<file path="src/rtl/pack_pkg.sv">
// Shared definitions for the byte-to-halfword packer.
//   pack_state_e     : packer FSM state (no byte held / first byte held)
//   PACK_PAD_DEFAULT : default fill byte for the empty half of a flushed odd word
//   PACK_WORD_W      : output word width
package pack_pkg;

    typedef enum logic [0:0] {
        ST_IDLE = 1'b0,
        ST_HALF = 1'b1
    } pack_state_e;

    localparam logic [7:0] PACK_PAD_DEFAULT = 8'h00;
    localparam int unsigned PACK_WORD_W = 16;

    // Places the first and second byte of a pair into the word lanes.
    function automatic logic [PACK_WORD_W-1:0] pack_lanes(input logic       msb_first,
                                                          input logic [7:0] first_b,
                                                          input logic [7:0] second_b);
        return msb_first ? {first_b, second_b} : {second_b, first_b};
    endfunction

endpackage

</file>
<file path="src/rtl/pack8_to16.sv">
// Byte-to-halfword packer. Accepts bytes on a valid/ready handshake, pairs them
// into 16-bit words, and emits words on a second valid/ready handshake. A byte
// with in_last set while no byte is held is flushed as a padded word.
//
// Ports:
//   clk, rst_n            : clock, asynchronous active-low reset
//   in_byte/in_valid/in_last/in_ready : byte input stream
//   out_word/out_valid/out_ready/out_pad/out_last : word output stream
//   word_cnt              : words consumed since reset, wraps modulo 2^16
module pack8_to16
    import pack_pkg::*;
#(
    parameter bit         MSB_FIRST = 1'b1,
    parameter logic [7:0] PAD_BYTE  = PACK_PAD_DEFAULT
) (
    input  logic                   clk,
    input  logic                   rst_n,
    input  logic [7:0]             in_byte,
    input  logic                   in_valid,
    input  logic                   in_last,
    output logic                   in_ready,
    output logic [PACK_WORD_W-1:0] out_word,
    output logic                   out_valid,
    input  logic                   out_ready,
    output logic                   out_pad,
    output logic                   out_last,
    output logic [15:0]            word_cnt
);

    pack_state_e            state_q, state_d;
    logic [7:0]             hold_q, hold_d;
    logic [PACK_WORD_W-1:0] out_word_q, out_word_d;
    logic                   out_valid_q, out_valid_d;
    logic                   out_pad_q, out_pad_d;
    logic                   out_last_q, out_last_d;
    logic [15:0]            word_cnt_q, word_cnt_d;

    logic accept;
    logic consume;

    // Output register can take a new word if empty or being drained this cycle.
    assign in_ready = !out_valid_q || out_ready;
    assign accept   = in_valid && in_ready;
    assign consume  = out_valid_q && out_ready;

    always_comb begin
        state_d     = state_q;
        hold_d      = hold_q;
        out_word_d  = out_word_q;
        out_valid_d = out_valid_q;
        out_pad_d   = out_pad_q;
        out_last_d  = out_last_q;
        word_cnt_d  = word_cnt_q;

        if (consume) begin
            out_valid_d = 1'b0;
            word_cnt_d  = word_cnt_q + 16'd1;
        end

        // A load in the same cycle as a consume overrides the clear above.
        if (accept) begin
            unique case (state_q)
                ST_IDLE: begin
                    if (in_last) begin
                        out_word_d  = pack_lanes(MSB_FIRST, in_byte, PAD_BYTE);
                        out_pad_d   = 1'b1;
                        out_last_d  = 1'b1;
                        out_valid_d = 1'b1;
                    end else begin
                        hold_d  = in_byte;
                        state_d = ST_HALF;
                    end
                end
                ST_HALF: begin
                    out_word_d  = pack_lanes(MSB_FIRST, hold_q, in_byte);
                    out_pad_d   = 1'b0;
                    out_last_d  = in_last;
                    out_valid_d = 1'b1;
                    state_d     = ST_IDLE;
                end
                default: state_d = ST_IDLE;
            endcase
        end
    end

    always_ff @(posedge clk or negedge rst_n) begin
        if (!rst_n) begin
            state_q     <= ST_IDLE;
            hold_q      <= 8'h00;
            out_word_q  <= '0;
            out_valid_q <= 1'b0;
            out_pad_q   <= 1'b0;
            out_last_q  <= 1'b0;
            word_cnt_q  <= 16'h0000;
        end else begin
            state_q     <= state_d;
            hold_q      <= hold_d;
            out_word_q  <= out_word_d;
            out_valid_q <= out_valid_d;
            out_pad_q   <= out_pad_d;
            out_last_q  <= out_last_d;
            word_cnt_q  <= word_cnt_d;
        end
    end

    assign out_word  = out_word_q;
    assign out_valid = out_valid_q;
    assign out_pad   = out_pad_q;
    assign out_last  = out_last_q;
    assign word_cnt  = word_cnt_q;

endmodule

</file>
<file path="config.mk">
export PLATFORM = sky130hd
export DESIGN_NAME = pack8_to16
export DESIGN_NICKNAME = d
export VERILOG_FILES = /design/src/rtl/pack_pkg.sv /design/src/rtl/pack8_to16.sv
export SDC_FILE = /design/constraint.sdc
export NUM_CORES = 1
export LEC_CHECK = 0
export BUFFER_PORTS_ARGS = -buffer_cell sky130_fd_sc_hd__buf_4
export CAP_MARGIN = 40
export CELL_PAD_IN_SITES_DETAIL_PLACEMENT = 2
export CELL_PAD_IN_SITES_GLOBAL_PLACEMENT = 2
export CORE_ASPECT_RATIO = 1.75
export CORE_MARGIN = 2
export CORE_UTILIZATION = 37
export DETAILED_ROUTE_END_ITERATION = 16
export GPL_TIMING_DRIVEN = 0
export PLACE_DENSITY_LB_ADDON = 0.1
export SKIP_LAST_GASP = 1
export SYNTH_ARGS = -nofsm -noshare
export SYNTH_HDL_FRONTEND = slang
export SYNTH_SLANG_ARGS = --single-unit
</file>
<file path="constraint.sdc">
create_clock -name clk -period 2.5 [get_ports clk]
set_clock_uncertainty 0.2 [all_clocks]
set_input_delay 0.5 -clock clk [delete_from_list [all_inputs] [get_ports clk]]
set_output_delay 0.5 -clock clk [all_outputs]
set_load 0.02 [all_outputs]
</file>
==> metrics.md, run 1 <==
| Metric | Value |
|---|---|
| Dominant cell type by area after synthesis | dfrtp_1 |
| Maximum root-to-sink buffer count | 2 |
| Outcome | complete, but fails checks |
| Critical path peak fanout | 4 |
| Post-CTS sizing | 0 |
| #FFs+latches synth | 44 |
| Yosys Warn Count | 0 |
| Cells on worst reg2reg path | 5 |
| Startpoint Class | flop |
| Worst Tran Pin Value | 574 ps |
| # IOs | 49 |
| Die H | 97.8 um |
| Port Buf Inserts | 48 |
| WL/cell | 17.9 um |
| Worst hold path type | in2async |
| Initial DRC Count | 33 |
| DP Wirelength | 3.28 mm |
| Die extent in x | 57.6 um |
| R2R Setup Slk | 640 ps |
| Min Tclk post-route | 1860 ps |
| Diode count | 0 |
| Post-Syn Area per Cell | 13.9 um^2 |
| 1st-pass router iterations | 4 |
| Mapped Area | 1860 um^2 |
| Critical Path AT | 1840 ps |
| Hold buffer count at cts | 0 |
| Vias per cell | 5.20 |
| Pwr dens | 932 nW/um^2 |
| CTS tree | done |
| Syn nets | 148 |
| Failing checks | hold timing |
| Post-CTS setup buffers | 0 |
| Cells after Synth | 134 |
| Num CTS Buffers | 5 |
| Reg2reg start | word_cnt[0] |
| Placed cell count | 236 |
| Final hold slack | -9.75 ps |
| Clock Latency Late Sink | 290 ps |
| Nets | 203 |
| Overflow after GRT | 0 |
| Slowest CP cell | nor3_1 |
| Vias in the first global route | 1418 |
| Root buf cell | clkbuf_8 |
| Vias | 1269 |
| CTS clock-pin slew for the worst setup and hold paths | 80 ps |
| P_leak | 1.19 nW |
| Mux contribution to synthesized area | 16.7% |
| Final Instance Count excl. Fillers | 244 |
| # setup viols final | 0 |
| Number of max-cap violations | 0 |
| Post-DRT Antenna Nets | 0 |
| Count of cell types in the netlist | 27 |
| Total Wirelength | 4.37 mm |
| Hold Violations, Final | 6 |
| Largest net degree at the start of global routing | 45 |
| Critical path's top delay family | simple AND/OR/NAND/NOR gates |
| Top cells by area, synth | dfrtp_1 59%, mux2_2 10%, mux2_4 6.5% |
| Layout area overhead | 27.8% |
| Core area | 4890 um^2 |
| CP bufs+invs | 0 |
| Most frequent cells in the layout | 48 x buf_4, 44 x dfrtp_1, 17 x mux2_2 |
| Initial antenna violation count | 0 |
| Reg2reg end | word_cnt[10] |
| Fill cell count | 513 |
| First-pass GRT wire length | 7.30 mm |
| Element type at the critical path end | flop |
| Total negative slack | 0 ps |
| Post-synth top area share | 59.1% |
| DRC | 0 |
| XOR/XNOR Fraction of Synth Area | 7.06% |
| Layout cells sized above 1 | 46.3% |
| Normalized max-slew margin | 61.7% |
| Final period util | 74.3% |
| Design Power | 2.22 mW |
| Most common cell after layout, fill and taps aside | buf_4 |
| # clock sinks | 44 |
| Row count | 34 |
| Post-synthesis compound-gate area fraction | 4.77% |
| Crit path depth | 5 |
| Gr usage total | 17.2% |
| Setup ws final | 641 ps |
| Post-synthesis simple-gate area fraction | 9.54% |
| Fmax | 538 MHz |
| Worst Path Required | 2480 ps |
| CP Class | reg2reg |
| Die Area | 5640 um^2 |
| Routability cong. | 0.723 |
| Initial core utilization | 38.1% |
| Max incr delay on CP | 460 ps |
| Combinational family with the most area after synthesis | multiplexers |
| H-tree depth | 2 |
| Post-Place Setup Slack | 368 ps |
| Peak VDD IR | 0.000509 V |
| Register area share after synthesis | 59.1% |
| RSZ-0062 raised after global routing | false |
| Adder-cell share of the synthesized area | 0.672% |
| Worst-path cell chain | ha_1 -> nand3_1 -> nor3_1 -> nand4_1 -> xnor2_1 |
| Final Slew Violations | 0 |
[metrics by stage]
| step | utilization (%) | cell area (um^2) |
|---|---|---|
| after floorplan | - | 1860 |
| after global placement | 46.8 | 2290 |
| after detailed placement | 46.8 | 2290 |
| after CTS | 48.6 | 2380 |
| after global routing | 48.6 | 2380 |
| final | 48.6 | 2380 |
[sequential cells by signal, summed over array words and instances (netlist names)]
signal / cells
word_cnt: 16
hold_q: 8
out_word: 16
state_q: 1
out_pad: 1
out_valid: 1
out_last: 1
[per-layer routing]
layer / routed length, um / vias up / global-route usage (%)
li1: - / 573 / -
met1: 1580 / 661 / 19.2
met2: 2570 / 31 / 31.6
met3: 167 / 4 / 3.44
met4: 48 / 0 / 5.37
met5: 0 / - / 0
[Yosys cell counts]
cell type  count
o21ai_0        1
a21oi_1        1
nand2_2        1
dfrtp_1       44
mux2_4         8
or3_1          1
mux2_2        17
nand4_1        3
o21ai_2        1
nand2b_4       1
xnor2_1       10
and4_1         2
nor3_2         1
ha_1           1
and3_1         2
a22o_1         8
and3_2         1
and2_2         1
nand3_1        4
nand2_1       10
nor2_1         4
buf_6          2
clkbuf_1       1
xor2_1         5
nor3_1         1
buf_2          1
inv_1          2
[area by class of cell]
cell class / count / area, um^2 / area share, %
timing repair buffer: 48 / 360 / 15.1
inverter: 2 / 7.51 / 0.315
clock buffer: 8 / 90.1 / 3.79
buffer: 4 / 31.3 / 1.31
multi-input combinational: 84 / 722 / 30.3
sequential: 44 / 1100 / 46.3
tap: 54 / 67.6 / 2.84
[report_power, final]
group | internal (mW) | switching (mW) | total, mW
registers | 0.888 | 0.129 | 1.02
clock network | 0.226 | 0.229 | 0.455
logic | 0.379 | 0.368 | 0.746
total | 1.49 | 0.726 | 2.22
[worst reg2reg max path, delay by kind of cell (launching register included)]
| kind | cells | cell delay [ps] |
|---|---|---|
| XOR/XNOR | 1 | 160 |
| adder cells (fa/ha/maj) | 1 | 180 |
| flip-flops | 1 | 420 |
| AND/OR/NAND/NOR | 3 | 800 |
[cells by family (layout without fill, tap and decap cells)]
logic type                 after synthesis  in the layout
muxes                                   25             25
and+or+nand+nor                         32             32
DFF                                     44             44
adders and majority gates                1              1
xor gates and xnor gates                15             15
AOI/OAI and AO/OA                       11             11
buffers and inverters                    6             62
[how the worst max path moves through the flow]
stage / slack, ps / startpoint / end
final: 640 / word_cnt[0] / word_cnt[10]
after global routing: 510 / word_cnt[0] / word_cnt[10]
after CTS: 590 / word_cnt[0] / word_cnt[10]
after detailed placement: 370 / out_ready / out_word[14]
after global placement: 380 / out_ready / out_word[14]
after floorplan: 640 / out_ready / out_word[14]
Power figures use the tool's default switching activity.
==> run 2, diff against run 1 <==
--- a/config.mk
+++ b/config.mk
@@ -11,7 +11,7 @@
 export CELL_PAD_IN_SITES_GLOBAL_PLACEMENT = 2
 export CORE_ASPECT_RATIO = 1.75
 export CORE_MARGIN = 2
-export CORE_UTILIZATION = 37
+export CORE_UTILIZATION = 31
 export DETAILED_ROUTE_END_ITERATION = 16
 export GPL_TIMING_DRIVEN = 0
 export PLACE_DENSITY_LB_ADDON = 0.1
==> constraint.sdc (replaced) <==
create_clock -name clk -period 1.7 [get_ports clk]
set_clock_uncertainty 0.2 [all_clocks]
set_input_delay 0.34 -clock clk [delete_from_list [all_inputs] [get_ports clk]]
set_output_delay 0.34 -clock clk [all_outputs]
set_load 0.02 [all_outputs]
==> metrics.md, run 2 (synthesis results as in run 1) <==
| Metric | Value |
|---|---|
| Port Buf Inserts | 48 (unchanged) |
| Overflow after GRT | 0 (unchanged) |
| Worst hold path type | in2reg |
| Root buf cell | clkbuf_8 |
| Clock Latency Late Sink | 290 ps (about the same) |
| DRC | 0 (unchanged) |
| CTS tree | done |
| Maximum root-to-sink buffer count | 2 (unchanged) |
| Layout area overhead | 42.1% |
| WL/cell | 17.1 um (-4.5%) |
| H-tree depth | 2 (unchanged) |
| Vias in the first global route | 1509 (+6.4%) |
| Nets | 219 (+7.9%) |
| Final period util | 102% (+27 points) |
| Diode count | 0 (unchanged) |
| Outcome | complete, but fails checks |
| Vias | 1332 (+5.0%) |
| Fill cell count | 610 (+19%) |
| Critical Path AT | 1710 ps (-130 ps) |
| Die Area | 6670 um^2 (+18%) |
| Design Power | 3.59 mW (+62%) |
| Peak VDD IR | 0.000651 V (+28%) |
| Worst-path cell chain | nand2b_4 -> nand2_2 -> or3_4 -> buf_8 -> mux2_4 |
| Most frequent cells in the layout | 61 x buf_4, 43 x dfrtp_1, 17 x mux2_2 |
| Critical path peak fanout | 5 (+1) |
| # setup viols final | 8 (+8) |
| Layout cells sized above 1 | 53.4% (+7.1 points) |
| Max incr delay on CP | 450 ps (about the same) |
| Normalized max-slew margin | 62.3% (+0.58 points) |
| Most common cell after layout, fill and taps aside | buf_4 |
| Element type at the critical path end | flop |
| Finished Cell Area | 2650 um^2 (+11%) |
| Initial antenna violation count | 0 (unchanged) |
| Post-DRT Antenna Nets | 0 (unchanged) |
| CTS clock-pin slew for the worst setup and hold paths | 80 ps (about the same) |
| Fmax | 578 MHz (+7.5%) |
| Sequential Area | 1100 um^2 (+0.11%) |
| Number of max-cap violations | 0 (unchanged) |
| 1st-pass router iterations | 2 (-2) |
| Core area | 5830 um^2 (+19%) |
| Worst Tran Pin Value | 566 ps (-8.63 ps) |
| Worst Path Required | 1680 ps (-800 ps) |
| DP Wirelength | 3.36 mm (+2.3%) |
| Hold Violations, Final | 0 (-6) |
| Vias per cell | 4.69 (-9.8%) |
| Final hold slack | 83.7 ps (+93.4 ps) |
| Routability cong. | 0.727 (+0.58%) |
| Initial DRC Count | 19 (-42%) |
| Slowest CP cell | dfrtp_2 |
| RSZ-0062 raised after global routing | true |
| Row count | 37 (+8.8%) |
| P_leak | 1.33 nW (+12%) |
| Startpoint Class | flop |
| Final Slew Violations | 0 (unchanged) |
| Pwr dens | 1360 nW/um^2 (+46%) |
| Total Wirelength | 4.85 mm (+11%) |
| Setup ws final | -29.2 ps (-671 ps) |
| Die H | 107 um (+8.9%) |
| Initial core utilization | 31.9% (-6.1 points) |
| # clock sinks | 44 (unchanged) |
| Num CTS Buffers | 5 (unchanged) |
| Failing checks | setup timing |
| Die extent in x | 62.6 um (+8.6%) |
| Multi-input logic area | 757 um^2 (+4.9%) |
| Largest net degree at the start of global routing | 45 (unchanged) |
| DP Area | 2330 um^2 (+1.7%) |
| First-pass GRT wire length | 7.89 mm (+8.0%) |
| # IOs | 49 (unchanged) |
| Gr usage total | 15.3% (-1.9 points) |
| Min Tclk post-route | 1730 ps (-129 ps) |
| CP Class | reg2reg |
-- run 2: cell count changes in the layout (fill, tap and decap cells not counted), moves of 2 or more --
cell and delta:
buf_8 +2, buf_12 +2, buf_4 +13, clkbuf_1 -3
nor3_4 +2
-- run 2: path summary, 6_finish.rpt --
kind / start / end / slack [ps] / cells past startpoint
worst min-delay path: in_byte[2] / out_word[2] / 80 / 2
worst max-delay path: out_valid / hold_q[1] / -30 / 5
worst max register to register: out_valid / hold_q[1] / -30 / 5
min in group asynchronous: rst_n / word_cnt[3] / 390 / 2
max in group asynchronous: rst_n / out_valid / 500 / 2
worst min register to register: word_cnt[15] / word_cnt[15] / 300 / 1
-- run 2: per-stage QoR --
step	TNS, ps	cells	util, %	worst slack (ps)
final	-151	284	45.3	-29.2
after global routing	-566	284	45.3	-62.2
after CTS	-77.7	279	44.3	-31.0
after detailed placement	-3730	260	39.9	-252
after global placement	-2370	260	39.9	-185
after floorplan	-326	134	-	-39.2
-- run 2: cell type report --
cell class,count,area share [%]
clock inverters,1,1.14
inverters,2,0.284
multi-input cells,84,28.6
repair buffers,65,19.6
well taps,78,3.69
plain buffers,3,1.32
clock buffers,7,3.64
flip-flops and latches,44,41.7
-- run 2: power by group --
group / switching, mW / internal, mW
Combinational: 0.593 / 0.639
Sequential: 0.189 / 1.31
Clock: 0.345 / 0.519
-- run 2: worst max-delay path, delay by kind of cell, from the launching register on --
family	cells	cell delay (ps)
and+or+nand+nor	3	520
DFF	1	450
muxes	1	290
buffers and inverters	1	150
-- run 2: routing by layer --
metal / part of all wire, % / wire length [um] / track usage, % / vias to the layer above
li1: - / - / - / 605
met1: 34 / 1630 / 15.4 / 693
met2: 62 / 3000 / 30.0 / 30
met3: 3.6 / 177 / 3.28 / 4
met4: 0.95 / 46 / 5.24 / 0
met5: 0 / 0 / 0 / -
-- run 2: timing repair --
action | CTS | global route
cloned | 1 | 0
pin swaps | 0 | 1
gates resized for setup | 5 | 4
hold buffers | 1 | 0
setup buffers | 10 | 5
setup endpoints to repair | 23 | 21
endpoints found under the hold margin | 44 | 0
==> run 3, diff against run 2 <==
--- a/config.mk
+++ b/config.mk
@@ -11,11 +11,13 @@
 export CELL_PAD_IN_SITES_GLOBAL_PLACEMENT = 2
 export CORE_ASPECT_RATIO = 1.75
 export CORE_MARGIN = 2
-export CORE_UTILIZATION = 31
+export CORE_UTILIZATION = 34
 export DETAILED_ROUTE_END_ITERATION = 16
 export GPL_TIMING_DRIVEN = 0
 export PLACE_DENSITY_LB_ADDON = 0.1
+export REMOVE_ABC_BUFFERS = 1
 export SKIP_LAST_GASP = 1
+export SLEW_MARGIN = 20
 export SYNTH_ARGS = -nofsm -noshare
 export SYNTH_HDL_FRONTEND = slang
 export SYNTH_SLANG_ARGS = --single-unit
==> constraint.sdc (replaced) <==
create_clock -name clk -period 1.9 [get_ports clk]
set_clock_uncertainty 0.2 [all_clocks]
set_input_delay 0.38 -clock clk [delete_from_list [all_inputs] [get_ports clk]]
set_output_delay 0.38 -clock clk [all_outputs]
set_load 0.02 [all_outputs]
==> metrics.md, run 3 (synthesis results as in run 1) <==
| Metric | Value |
|---|---|
| Die H | 102 um (-4.3%) |
| Vias in the first global route | 1423 (-5.7%) |
| P_leak | 1.20 nW (-9.2%) |
| Layout cells sized above 1 | 47.9% (-5.5 points) |
| Vias | 1255 (-5.8%) |
| Num CTS Buffers | 5 (unchanged) |
| Row count | 35 (-5.4%) |
| Fin util | 46.2% (+0.89 points) |
| Worst hold path type | in2reg |
| CP Class | reg2reg |
| # IOs | 49 (unchanged) |
| Layout area overhead | 30.5% |
| R2R Setup Slk | 100 ps (+130 ps) |
| Largest net degree at the start of global routing | 45 (unchanged) |
| Outcome | finished clean |
| Overflow after GRT | 0 (unchanged) |
| Total Wirelength | 4.38 mm (-9.8%) |
| H-tree depth | 2 (unchanged) |
| Hold Crit Endpoint | out_word[0] |
| Hold Startpoint | in_byte[0] |
| Initial core utilization | 35.4% (+3.5 points) |
| Peak VDD IR | 0.000578 V (-11%) |
| Final Slew Violations | 0 (unchanged) |
| Maximum root-to-sink buffer count | 2 (unchanged) |
| DRC | 0 (unchanged) |
| Port Buf Inserts | 48 (unchanged) |
| Root buf cell | clkbuf_8 |
| Critical path peak fanout | 12 (+7) |
| Number of max-cap violations | 0 (unchanged) |
| Pwr dens | 1250 nW/um^2 (-7.7%) |
| Min Tclk post-route | 1800 ps (+72.1 ps) |
| # setup viols final | 0 (-8) |
| WL/cell | 17.9 um (+4.5%) |
| Die extent in x | 59.9 um (-4.2%) |
| Critical Path AT | 1780 ps (+70 ps) |
| Worst Path Required | 1880 ps (+200 ps) |
| Core area | 5260 um^2 (-9.9%) |
| Initial antenna violation count | 0 (unchanged) |
| Normalized max-slew margin | 62.0% (-0.26 points) |
| First-pass GRT wire length | 7.18 mm (-9.0%) |
| RSZ-0062 raised after global routing | false |
| Fill cell count | 550 (-9.8%) |
| DP Area | 2260 um^2 (-3.0%) |
| Cells on worst reg2reg path | 2 (-3) |
| 1st-pass router iterations | 4 (+2) |
| Reg2reg start | state_q |
| Worst Tran Pin Value | 569 ps (+3.87 ps) |
| Final period util | 94.8% (-6.9 points) |
| Finished Cell Area | 2430 um^2 (-8.1%) |
| Vias per cell | 5.12 (+9.2%) |
| Clock Latency Late Sink | 290 ps (about the same) |
| Nets | 203 (-7.3%) |
| CTS clock-pin slew for the worst setup and hold paths | 80 ps (about the same) |
| Routability cong. | 0.702 (-3.5%) |
| Hold Violations, Final | 0 (unchanged) |
| Initial DRC Count | 26 (+7) |
| # clock sinks | 44 (unchanged) |
| CTS tree | done |
| Most frequent cells in the layout | 50 x buf_4, 44 x dfrtp_1, 17 x mux2_2 |
| Gr usage total | 16.0% (+0.74 points) |
| Fmax | 555 MHz (-4.0%) |
| Element type at the critical path end | flop |
| Diode count | 0 (unchanged) |
| Die Area | 6110 um^2 (-8.4%) |
| Worst Hold Depth | 2 (unchanged) |
| Total negative slack | 0 ps (+151 ps) |
| Startpoint Class | flop |
| Most common cell after layout, fill and taps aside | buf_4 |
| Reg2reg end | hold_q[1] |
| Post-DRT Antenna Nets | 0 (unchanged) |
| DP Wirelength | 3.12 mm (-7.0%) |
## run 3: how the worst max path moves through the flow
stage / startpoint / endpoint / slack, ps / cells past startpoint
CTS: state_q / hold_q[3] / 40 / 2
floorplan: out_valid / hold_q[0] / 20 / 4
detailed placement: state_q / out_word[8] / -240 / 2
global route: out_valid / word_cnt[9] / 10 / 4
finish: state_q / hold_q[1] / 100 / 2
global placement: state_q / out_word[13] / -150 / 2
## run 3: repair_timing
action	CTS	global route
hold buffers	1	0
gates resized for setup	3	0
setup endpoints to repair	26	0
buffers inserted	3	0
endpoints found under the hold margin	44	0
## run 3: critical path, cell delays in order (launching register included)
cell and delay (ps):
dfrtp_1 580, or3_4 580, mux2_4 330
## run 3: routing by layer
metal | up-vias | global-route usage (%) | share of wire [%]
met5 | - | 0 | 0
li1 | 572 | - | -
met4 | 0 | 6.67 | 1.7
met3 | 5 | 3.67 | 3.9
met2 | 37 | 28.8 | 57
met1 | 641 | 17.4 | 37
## run 3: power breakdown
group	total [mW]	switching, mW	internal [mW]
logic	0.981	0.474	0.507
registers	1.35	0.187	1.17
clock network	0.710	0.320	0.391
## run 3: area by class of cell
type	instances	area, um^2	area share [%]
repair buffers	52	405	16.7
multi-input cells	84	739	30.4
well taps	55	68.8	2.83
clock buffers	6	72.6	2.99
inverters	2	7.51	0.309
clock inverters	2	35.0	1.44
flip-flops and latches	44	1100	45.3
## run 3: metrics by stage
stage,instances,worst slack [ps],power [mW],hold slack [ps]
floorplan,130,17.7,1.89,-116
global placement,233,-150,2.29,207
detailed placement,233,-239,2.35,223
CTS,245,44.6,3.11,114
global route,245,12.7,3.23,121
finish,245,98.7,3.05,123
